===== src/rtl/wakeup_broadcast_pkg.sv =====
// Shared types and sizes for the completion/wakeup path.
// The result record is the same one the ROB and reservation station use.
package wakeup_broadcast_pkg;

    localparam int NUM_FU    = 3;
    localparam int BUF_DEPTH = 2;
    localparam int TAG_W     = 6;
    localparam int ROB_W     = 6;
    localparam int DATA_W    = 32;

    localparam int CNT_W = $clog2(BUF_DEPTH + 1);
    localparam int PTR_W = $clog2(NUM_FU);

    // A unit may be issued work only while at least two slots are free:
    // one for the new result, one for a result already in flight.
    localparam logic [CNT_W-1:0] READY_MAX = CNT_W'(BUF_DEPTH - 2);
    localparam logic [PTR_W-1:0] LAST_FU   = PTR_W'(NUM_FU - 1);

    typedef struct packed {
        logic [TAG_W-1:0]  rd_tag;
        logic [ROB_W-1:0]  rob_num;
        logic [DATA_W-1:0] result;
    } result_t;

    // Round-robin successor of a functional-unit index.
    function automatic logic [PTR_W-1:0] next_fu(input logic [PTR_W-1:0] i);
        if (i == LAST_FU) begin
            return '0;
        end
        return i + 1'b1;
    endfunction

endpackage


===== src/rtl/wakeup_broadcast_if.sv =====
// FU-side and broadcast-side signals of the wakeup/completion block.
//
// Handshake: fu_done[n] is a one-cycle valid pulse carrying one result; there
// is no per-result ready. FU(n+1)_ready is an issue-permission signal: the RS
// must only issue to unit n while it is high, which guarantees buffer space
// for every result that later pulses fu_done[n]. Broadcast outputs
// (wakeup_* / complete_*) are valid for exactly one cycle per result and are
// never back-pressured.
interface wakeup_broadcast_if;
    import wakeup_broadcast_pkg::*;

    logic [NUM_FU-1:0]        fu_done;
    logic [NUM_FU*TAG_W-1:0]  fu_rd_tag;
    logic [NUM_FU*ROB_W-1:0]  fu_rob_num;
    logic [NUM_FU*DATA_W-1:0] fu_result;

    logic FU1_ready;
    logic FU2_ready;
    logic FU3_ready;

    logic              wakeup_valid;
    logic [TAG_W-1:0]  wakeup_tag;
    logic [DATA_W-1:0] wakeup_val;
    logic              complete_valid;
    logic [ROB_W-1:0]  complete_rob_num;
    logic              overflow_err;

    // Round-robin pointer, exposed for observation.
    logic [PTR_W-1:0]  dbg_rr_ptr;

    modport master (
        output fu_done, fu_rd_tag, fu_rob_num, fu_result,
        input  FU1_ready, FU2_ready, FU3_ready,
        input  wakeup_valid, wakeup_tag, wakeup_val,
        input  complete_valid, complete_rob_num, overflow_err,
        input  dbg_rr_ptr
    );

    modport slave (
        input  fu_done, fu_rd_tag, fu_rob_num, fu_result,
        output FU1_ready, FU2_ready, FU3_ready,
        output wakeup_valid, wakeup_tag, wakeup_val,
        output complete_valid, complete_rob_num, overflow_err,
        output dbg_rr_ptr
    );

endinterface


===== src/rtl/wakeup_broadcast_result_fifo.sv =====
// Per-FU result buffer. Shift-style FIFO: the head is always entry 0.
// Simultaneous push and pop is legal at any fill level, including full.
// A push into a full buffer without a pop is dropped and flagged on `drop`.
module result_fifo
    import wakeup_broadcast_pkg::*;
#(
    parameter int DEPTH = BUF_DEPTH
) (
    input  logic                         clk,
    input  logic                         reset,
    input  logic                         push,
    input  result_t                      din,
    input  logic                         pop,
    output result_t                      head,
    output logic [$clog2(DEPTH+1)-1:0]   count,
    output logic                         drop
);

    localparam int FCNT_W = $clog2(DEPTH + 1);
    localparam int FIDX_W = (DEPTH > 1) ? $clog2(DEPTH) : 1;
    localparam logic [FCNT_W-1:0] FULL = FCNT_W'(DEPTH);

    result_t           mem [DEPTH];
    logic              do_push;
    logic [FCNT_W-1:0] wr_idx;

    assign drop    = push && (count == FULL) && !pop;
    assign do_push = push && !drop;
    // When popping in the same cycle the tail slides down by one.
    assign wr_idx  = pop ? (count - 1'b1) : count;
    assign head    = mem[0];

    // Occupancy count; only the count is reset, stale data is never visible.
    always_ff @(posedge clk) begin
        if (reset) begin
            count <= '0;
        end else if (do_push && !pop) begin
            count <= count + 1'b1;
        end else if (pop && !do_push) begin
            count <= count - 1'b1;
        end
    end

    // Storage: shift toward the head on pop, write the new result at the tail.
    always_ff @(posedge clk) begin
        if (pop) begin
            for (int i = 0; i < DEPTH - 1; i++) begin
                mem[i] <= mem[i+1];
            end
        end
        if (do_push) begin
            mem[FIDX_W'(wr_idx)] <= din;
        end
    end

endmodule


===== src/rtl/wakeup_broadcast.sv =====
// Collects results from the functional units, buffers them per unit and
// broadcasts one per cycle on the wakeup/forwarding bus and ROB completion
// port, chosen round-robin. An empty buffer lets a fresh result bypass
// straight to arbitration for single-cycle latency.
module wakeup_broadcast
    import wakeup_broadcast_pkg::*;
(
    input logic            clk,
    input logic            reset,
    wakeup_broadcast_if.slave bus
);

    result_t          in_rec   [NUM_FU];
    result_t          head_rec [NUM_FU];
    result_t          cand_rec [NUM_FU];
    logic [CNT_W-1:0] cnt      [NUM_FU];

    logic [NUM_FU-1:0] cand_valid;
    logic [NUM_FU-1:0] push;
    logic [NUM_FU-1:0] pop;
    logic [NUM_FU-1:0] drop;
    logic [NUM_FU-1:0] fu_ready;

    logic             win_found;
    logic [PTR_W-1:0] win_idx;
    result_t          win_rec;
    logic [PTR_W-1:0] rr_ptr;

    logic              wakeup_valid_q;
    logic [TAG_W-1:0]  wakeup_tag_q;
    logic [DATA_W-1:0] wakeup_val_q;
    logic              complete_valid_q;
    logic [ROB_W-1:0]  complete_rob_num_q;
    logic              overflow_err_q;

    genvar g;
    generate
        for (g = 0; g < NUM_FU; g++) begin : g_fu
            assign in_rec[g] = '{
                rd_tag:  bus.fu_rd_tag [g*TAG_W  +: TAG_W],
                rob_num: bus.fu_rob_num[g*ROB_W  +: ROB_W],
                result:  bus.fu_result [g*DATA_W +: DATA_W]
            };

            // Buffered results go first; an empty buffer offers the new result.
            assign cand_valid[g] = (cnt[g] != '0) || bus.fu_done[g];
            assign cand_rec[g]   = (cnt[g] != '0) ? head_rec[g] : in_rec[g];

            assign pop[g]  = win_found && (win_idx == PTR_W'(g)) && (cnt[g] != '0);
            // A bypass winner is consumed directly and is not buffered.
            assign push[g] = bus.fu_done[g] &&
                             !(win_found && (win_idx == PTR_W'(g)) && (cnt[g] == '0));

            assign fu_ready[g] = (cnt[g] <= READY_MAX);

            result_fifo #(
                .DEPTH (BUF_DEPTH)
            ) u_fifo (
                .clk   (clk),
                .reset (reset),
                .push  (push[g]),
                .din   (in_rec[g]),
                .pop   (pop[g]),
                .head  (head_rec[g]),
                .count (cnt[g]),
                .drop  (drop[g])
            );
        end
    endgenerate

    // Round-robin search starting at rr_ptr for the first unit with a candidate.
    always_comb begin
        logic [PTR_W-1:0] idx;
        win_found = 1'b0;
        win_idx   = '0;
        idx       = rr_ptr;
        for (int k = 0; k < NUM_FU; k++) begin
            if (!win_found && cand_valid[idx]) begin
                win_found = 1'b1;
                win_idx   = idx;
            end
            idx = next_fu(idx);
        end
    end

    assign win_rec = cand_rec[win_idx];

    // Register the winner onto the broadcast outputs and advance the pointer.
    always_ff @(posedge clk) begin
        if (reset) begin
            rr_ptr             <= '0;
            wakeup_valid_q     <= 1'b0;
            wakeup_tag_q       <= '0;
            wakeup_val_q       <= '0;
            complete_valid_q   <= 1'b0;
            complete_rob_num_q <= '0;
            overflow_err_q     <= 1'b0;
        end else begin
            overflow_err_q <= overflow_err_q | (|drop);
            if (win_found) begin
                rr_ptr             <= next_fu(win_idx);
                complete_valid_q   <= 1'b1;
                complete_rob_num_q <= win_rec.rob_num;
                // Tag 0 means no destination register: complete only, no wakeup.
                if (win_rec.rd_tag != '0) begin
                    wakeup_valid_q <= 1'b1;
                    wakeup_tag_q   <= win_rec.rd_tag;
                    wakeup_val_q   <= win_rec.result;
                end else begin
                    wakeup_valid_q <= 1'b0;
                    wakeup_tag_q   <= '0;
                    wakeup_val_q   <= '0;
                end
            end else begin
                wakeup_valid_q     <= 1'b0;
                wakeup_tag_q       <= '0;
                wakeup_val_q       <= '0;
                complete_valid_q   <= 1'b0;
                complete_rob_num_q <= '0;
            end
        end
    end

    assign bus.FU1_ready        = fu_ready[0];
    assign bus.FU2_ready        = fu_ready[1];
    assign bus.FU3_ready        = fu_ready[2];
    assign bus.wakeup_valid     = wakeup_valid_q;
    assign bus.wakeup_tag       = wakeup_tag_q;
    assign bus.wakeup_val       = wakeup_val_q;
    assign bus.complete_valid   = complete_valid_q;
    assign bus.complete_rob_num = complete_rob_num_q;
    assign bus.overflow_err     = overflow_err_q;
    assign bus.dbg_rr_ptr       = rr_ptr;

endmodule


===== src/flat_wrapper.sv =====
// flat-port wrapper written by rule: the top's interface ports become plain ports
module wakeup_broadcast_flat import wakeup_broadcast_pkg::*;
  (clk, reset, bus_fu_done, bus_fu_rd_tag, bus_fu_rob_num, bus_fu_result, bus_FU1_ready, bus_FU2_ready, bus_FU3_ready, bus_wakeup_valid, bus_wakeup_tag, bus_wakeup_val, bus_complete_valid, bus_complete_rob_num, bus_overflow_err, bus_dbg_rr_ptr);
  wakeup_broadcast_if bus_i ();
  input logic clk;
  input logic reset;
  input wire logic [$bits(bus_i.fu_done)-1:0] bus_fu_done;
  input wire logic [$bits(bus_i.fu_rd_tag)-1:0] bus_fu_rd_tag;
  input wire logic [$bits(bus_i.fu_rob_num)-1:0] bus_fu_rob_num;
  input wire logic [$bits(bus_i.fu_result)-1:0] bus_fu_result;
  output wire logic [$bits(bus_i.FU1_ready)-1:0] bus_FU1_ready;
  output wire logic [$bits(bus_i.FU2_ready)-1:0] bus_FU2_ready;
  output wire logic [$bits(bus_i.FU3_ready)-1:0] bus_FU3_ready;
  output wire logic [$bits(bus_i.wakeup_valid)-1:0] bus_wakeup_valid;
  output wire logic [$bits(bus_i.wakeup_tag)-1:0] bus_wakeup_tag;
  output wire logic [$bits(bus_i.wakeup_val)-1:0] bus_wakeup_val;
  output wire logic [$bits(bus_i.complete_valid)-1:0] bus_complete_valid;
  output wire logic [$bits(bus_i.complete_rob_num)-1:0] bus_complete_rob_num;
  output wire logic [$bits(bus_i.overflow_err)-1:0] bus_overflow_err;
  output wire logic [$bits(bus_i.dbg_rr_ptr)-1:0] bus_dbg_rr_ptr;
  assign bus_i.fu_done = bus_fu_done;
  assign bus_i.fu_rd_tag = bus_fu_rd_tag;
  assign bus_i.fu_rob_num = bus_fu_rob_num;
  assign bus_i.fu_result = bus_fu_result;
  assign bus_FU1_ready = bus_i.FU1_ready;
  assign bus_FU2_ready = bus_i.FU2_ready;
  assign bus_FU3_ready = bus_i.FU3_ready;
  assign bus_wakeup_valid = bus_i.wakeup_valid;
  assign bus_wakeup_tag = bus_i.wakeup_tag;
  assign bus_wakeup_val = bus_i.wakeup_val;
  assign bus_complete_valid = bus_i.complete_valid;
  assign bus_complete_rob_num = bus_i.complete_rob_num;
  assign bus_overflow_err = bus_i.overflow_err;
  assign bus_dbg_rr_ptr = bus_i.dbg_rr_ptr;
  wakeup_broadcast u_core (.clk(clk), .reset(reset), .bus(bus_i));
endmodule

===== config.mk =====
export PLATFORM = sky130hd
export DESIGN_NAME = wakeup_broadcast_flat
export DESIGN_NICKNAME = d
export VERILOG_FILES = /design/src/rtl/wakeup_broadcast_pkg.sv /design/src/rtl/wakeup_broadcast_if.sv /design/src/rtl/wakeup_broadcast_result_fifo.sv /design/src/rtl/wakeup_broadcast.sv /design/src/flat_wrapper.sv
export SDC_FILE = /design/constraint.sdc
export NUM_CORES = 1
export LEC_CHECK = 0
export ABC_CLOCK_PERIOD_IN_PS = 16800
export CAP_MARGIN = 20
export CORE_UTILIZATION = 50
export DETAILED_ROUTE_END_ITERATION = 8
export GPL_ROUTABILITY_DRIVEN = 0
export PLACE_DENSITY = 0.73
export REMOVE_ABC_BUFFERS = 1
export SYNTH_ARGS = -nofsm -noshare
export SYNTH_HDL_FRONTEND = slang
export SYNTH_SLANG_ARGS = --single-unit

===== constraint.sdc =====
create_clock -name clk -period 16.8 [get_ports clk]
set_clock_uncertainty 0.1 [all_clocks]
set_input_delay 1.68 -clock clk [delete_from_list [all_inputs] [get_ports clk]]
set_output_delay 1.68 -clock clk [all_outputs]
set_load 0.1 [all_outputs]

# Word level (Yosys, flattened, before mapping)
# Memories as Yosys holds them, arrays and structs flattened.
# Index checks and enable logic that the tools add are counted.
# Widths: inputs -> output; s select.
totals:
  inputBits: 137
  ram_bits: 264
  reg_bits: 55
  n_memories: 3
  word_cells: 152
  latch_bits: 0
  out_inout_bits: 52
  romBits: 0
classes:
  shifts: 0
  mux: 52
  reduce_logical: 60
  mul: 0
  n_div: 0
  n_eq_ne: 7
  addsub: 9
  magnitude_cmp: 7
  bitwise: 4
mem_list:
  columns: ["memory", "depth", "word_bits", "read_ports", "rd_ports_with_merged_regs", "write_ports", "line_no", "text"]
  rows:
  - ["u_core.g_fu[0].u_fifo.mem", 2, 44, 2, 0, 2, "wakeup_broadcast_result_fifo.sv:23", "result_t mem [DEPTH];"]
  - ["u_core.g_fu[1].u_fifo.mem", 2, 44, 2, 0, 2, "wakeup_broadcast_result_fifo.sv:23", null]
  - ["u_core.g_fu[2].u_fifo.mem", 2, 44, 2, 0, 2, "wakeup_broadcast_result_fifo.sv:23", null]
ops:
  columns: ["op", "n"]
  rows:
  - ["$mux 44", 5]
  - ["$bmux 44 s2", 1]
  - ["$mux 2", 15]
  - ["$logic_and 1x1->1", 29]
  - ["$mux 1", 28]
  - ["$logic_not 1->1", 14]
  - ["$add 2x1->2 const B", 6]
  - ["$eq 2x2->1 const B", 6]
  - ["$reduce_bool 2->1", 6]
  - ["$lt 2x3->1 const B", 3]
  - ["$logic_not 2->1", 4]
  - ["$bmux 1 s2", 3]
  - ["$le 2x1->1 const B", 3]
  - ["$reduce_bool 6->1", 1]
  - ["$reduce_or 3->1", 2]
  - ["$sub 2x1->2 const B", 3]
  - ["$ge 3x3->1 const B", 1]
  - ["$logic_or 1x1->1", 3]
  - ["$not 2->3", 1]
  - ["$eq 2x1->1 const B", 1]
  - ["$not 1->1", 2]
  - ["$reduce_or 2->1", 1]
  - ["$or 1x1->1", 1]

# Depth between registers and ports, before layout
logic_depth:
  word_depth: 24
  mapped_depth: 13
  ltp_nobuf: 12

# By module
# Synthesis repeated with hierarchy kept, for this count alone.
hier_totals:
  hier_cells: 1648
  area_unflattened_um2: 18341.3
by_module_without_submodules:
  columns: ["mod", "cells_per_inst", "seq_area_each_um2", "area_per_inst_um2", "instances"]
  rows:
  - ["result_fifo", 356, 2682.6, 4720.8, 3]
  - ["wakeup_broadcast", 580, 980.9, 4179.0, 1]

# Worst setup path before layout
# No wires, ideal clock.
synth_path:
  path_type: "input to register"
  start: "in bus_fu_done[2]"
  end: "mem u_core.g_fu[1].u_fifo.mem[0][0] (netlist name) (enable)"
  arrival_ns: 5.935
  cell_stages: 7
  path_slack_ns: 10.258
  t_required_ns: 16.194
  setup_time_ns: 0.506
  n_path_buf: 3
  path_cell_list: "buf_2 -> nand2b_1 -> o2bb2ai_1 -> or2_1 -> buf_2 -> clkbuf_1 -> o21ai_0"
synth_lines:
  columns: ["element", "line_no", "text"]
  rows:
  - ["from (decl)", "flat_wrapper.sv:7", "input wire logic [$bits(bus_i.fu_done)-1:0] bus_fu_done;"]
  - ["to (decl)", "wakeup_broadcast_result_fifo.sv:23", null]

==> impl_results.md <==
- Core Area: 27000 µm²
- Die Y: 168 µm
- Max cap viols: 0
- Endpoint type of the worst setup path: flip-flop
- DR iter-0 viols: about 600
- Setup violators final: 0
- Area contributors post-synth: edfxtp_1, mux2_2, dfxtp_1
- Pre-antenna DRT Iters: 5
- Worst slew pin tran: 1120 ps
- Largest net degree at the start of global routing: 51
- First-pass GRT wire length: 51.6 mm
- IO Port Bufs: 188
- Yosys cell types: 50
- Total Nets Final: 1218
- Max-slew headroom: between 20 and 30%
- Final Max Tran Viols: 0
- Share of the synthesized area in the top cell type: 57.4%
- DP Worst Slack: about 11000 ps
- Vias in the first global route: 8784
- TritonCTS buffer count: 34
- Delay of the slowest cell on the worst path: around 800 ps
- Antenna violations before repair: 3
- Worst Setup Slack, final: 11110 ps
- Met1 wire length: approximately 15 mm
- Crit path time final: ~5700 ps
- Cell Area, Synth: ~14000 µm²
- CP Max Fanout: 36
- # DRC: 0
- Area growth syn-to-layout: 24.2%
- Reg2reg path depth: 10
- Clock root buffer master: clkbuf_16
- HPWL Detailed: 20.8 mm
- Total Wirelength: 33.4 mm
- Hold Path Origin: u_core.g_fu[0].u_fifo.count[1]
- CP cell instances: clkdlybuf4s50_1 -> nor2b_1 -> nor3_4 -> nor2_4 -> nor3_1 -> o21ai_4 -> buf_4 -> o21ai_4 -> buf_4
- Async S/R FF share, synth: 0%
- Critical path arrival: 5800 ps
- Synth area leader: edfxtp_1
- Hold Vio Cnt, Final: 0
- Most common library cells after synthesis: edfxtp_1, mux2_2, mux2i_1
- Worst Hold Path Cells: 2
- Cell with the most instances after synthesis: edfxtp_1
- VDD IR max: 0.141 mV
- Worst reg2reg path startpoint: u_core.g_fu[1].u_fifo.count[0]
- RSZ-0062 raised after global routing: false
- Pleak: between 6 and 7 nW
- Met3 routed WL: roughly 1.7 mm
- Leading register cell type out of synthesis: edfxtp_1
- CTS resizes: 0
- Worst r2r dst: u_core.g_fu[2].u_fifo.mem[0][34]
- FMAX: 0.176 GHz
- Slowest CP cell: nor2_4
- Via count: 8512
- Reg area: 9030 µm²
- Fillcell total: 1970
- EDFF count, synth: between 200 and 300
- GRT Total Usage: between 20% and 30%
- Layout Utilization: 63.5%
- Fraction of layout instances using a drive strength above 1: 22.9%
- CTS tree: built
- Hold Crit Endpoint: u_core.g_fu[0].u_fifo.count[1]
- Run status: completed
- # IOs: 189
- Met2 wire length: around 16 mm
- Sequential fraction of the synthesis area: 65.3%
- GR Overflow Total: 0
- Post-CTS Setup Bufs: 0
- Clk_lat worst skew: a little over 500 ps
- HP Class: flip-flop to flip-flop
- Die W: 168 µm
- CTS Hold Bufs: 0
- Initial core utilization: 51.1%
- H-tree levels: 2
- Routed vias/inst: slightly below 6
- Die Area: 28300 µm²
- Reg2reg setup slack: around 12000 ps
- Power per cell area: between 200 and 250 nW/µm²
- Final ANT Viol Nets: 0
- Final TNS setup: 0 ps
- Final Cycle Share: around a third
- Mapped Cells: about 890
- Synth Warn #: 0
- Startpoint types: input port
- Reg clk slew, reported paths: 60 ps
- Top Metal Used: met4
- WL per Instance: 23.2 µm
- Multi-input logic area: 4550 µm²
- Required time worst endpoint: 16910 ps
- Synth Register Bits: 319
- Std-Cell Rows: 60
- Critical Setup Path Class: input port to flip-flop
- Num Clock Sinks: 319
- Clk buf depth: 3
- Average cell area after synthesis: roughly 15 µm²
## sequential cells by signal, summed over array words and instances (netlist names)
register                     flops
u_core.g_fu.u_fifo.mem         264
u_core.bus.complete_rob_num      6
u_core.bus.wakeup_val           32
u_core.bus.wakeup_valid          1
u_core.bus.complete_valid        1
u_core.bus.dbg_rr_ptr            2
u_core.bus.wakeup_tag            6
u_core.g_fu.u_fifo.count         6
u_core.bus.overflow_err          1
## where the power goes
group	switching [mW]	internal, mW
clock	0.296	0.423
combinational	1.13	0.572
sequential	0.0828	1.25
total	1.51	2.25
## stage by stage
step           cell area, µm²  hold slack (ps)  cells  power (mW)
6_report                17200              423   1443        3.76
2_1_floorplan           13500              351    833        2.56
5_1_grt                 17200              438   1443        3.92
3_5_place_dp            16100              416   1378        3.04
3_3_place_gp            16000              407   1377        3.01
4_1_cts                 17100              430   1439        3.77
## cell families after synthesis
logic type               synth area share (%)
AND/OR/NAND/NOR                          3.01
AO/OA/AOI/OAI                            7.76
buffers and inverters                    2.62
adder cells (fa/ha/maj)                 0.634
multiplexers                             20.3
XOR/XNOR                                0.317
flip-flops                               65.3
## cell type report
cell class	count	area share, %
Timing Repair Buffer	205	11.9
Clock buffer	54	5.82
Inverter	11	0.241
Antenna cell	3	0.0438
Sequential cell	319	52.6
Tap cell	341	2.49
Clock inverter	7	0.350
Multi-Input combinational cell	503	26.5
## critical path, delay by kind of cell
kind                   cells  cell delay (ps)
and+or+nand+nor            4             1740
buffers and inverters      3             1340
AOI/OAI and AO/OA          2              990
## layer usage
| metal | track usage [%] | up-vias |
|---|---|---|
| met1 | 32.5 | 4311 |
| met4 | 6.96 | 0 |
| met3 | 3.71 | 41 |
| li1 | - | 3890 |
| met2 | 39.8 | 270 |
| met5 | 0 | - |
## placed cells by master (no fill, tap or decap), types with 2 or more instances in the layout
cell               n
a211oi_1          32
a21oi_1           62
a31oi_1            7
buf_4             15
clkbuf_1          15
clkbuf_16         36
clkbuf_8           3
clkdlybuf4s50_1  188
clkinv_1           3
clkinv_2           2
dfxtp_1           55
diode_2            3
edfxtp_1         264
ha_1               4
ha_4               3
inv_1             11
mux2_1            14
mux2_2           168
mux2i_1           76
nand2_1           10
nand2b_1           2
nand3_1            3
nor2_1            22
nor2b_1            9
nor2b_4            3
nor3_1             7
nor3_4             2
nor4_1             4
o21ai_0            2
o21ai_4            4
o22ai_1            6
o32ai_1           32
xnor2_1            3
xor2_1             2
## how the worst max path moves through the flow
stage / depth (start not counted) / to / startpoint / slack, ps
detailed placement: 9 / u_core.g_fu[2].u_fifo.mem[0][12] / bus_fu_done[0] / 10540
CTS: 9 / u_core.g_fu[2].u_fifo.mem[0][34] / bus_fu_done[0] / 11090
global route: 9 / u_core.g_fu[2].u_fifo.mem[0][33] / bus_fu_done[0] / 10850
finish: 9 / u_core.g_fu[2].u_fifo.mem[0][34] / bus_fu_done[0] / 11110
floorplan: 8 / u_core.g_fu[2].u_fifo.mem[0][0] / u_core.g_fu[0].u_fifo.count[0] / 7820
global placement: 9 / u_core.g_fu[2].u_fifo.mem[0][1] / bus_fu_done[0] / 10680
Note: power is estimated with default switching activity, not from simulation.
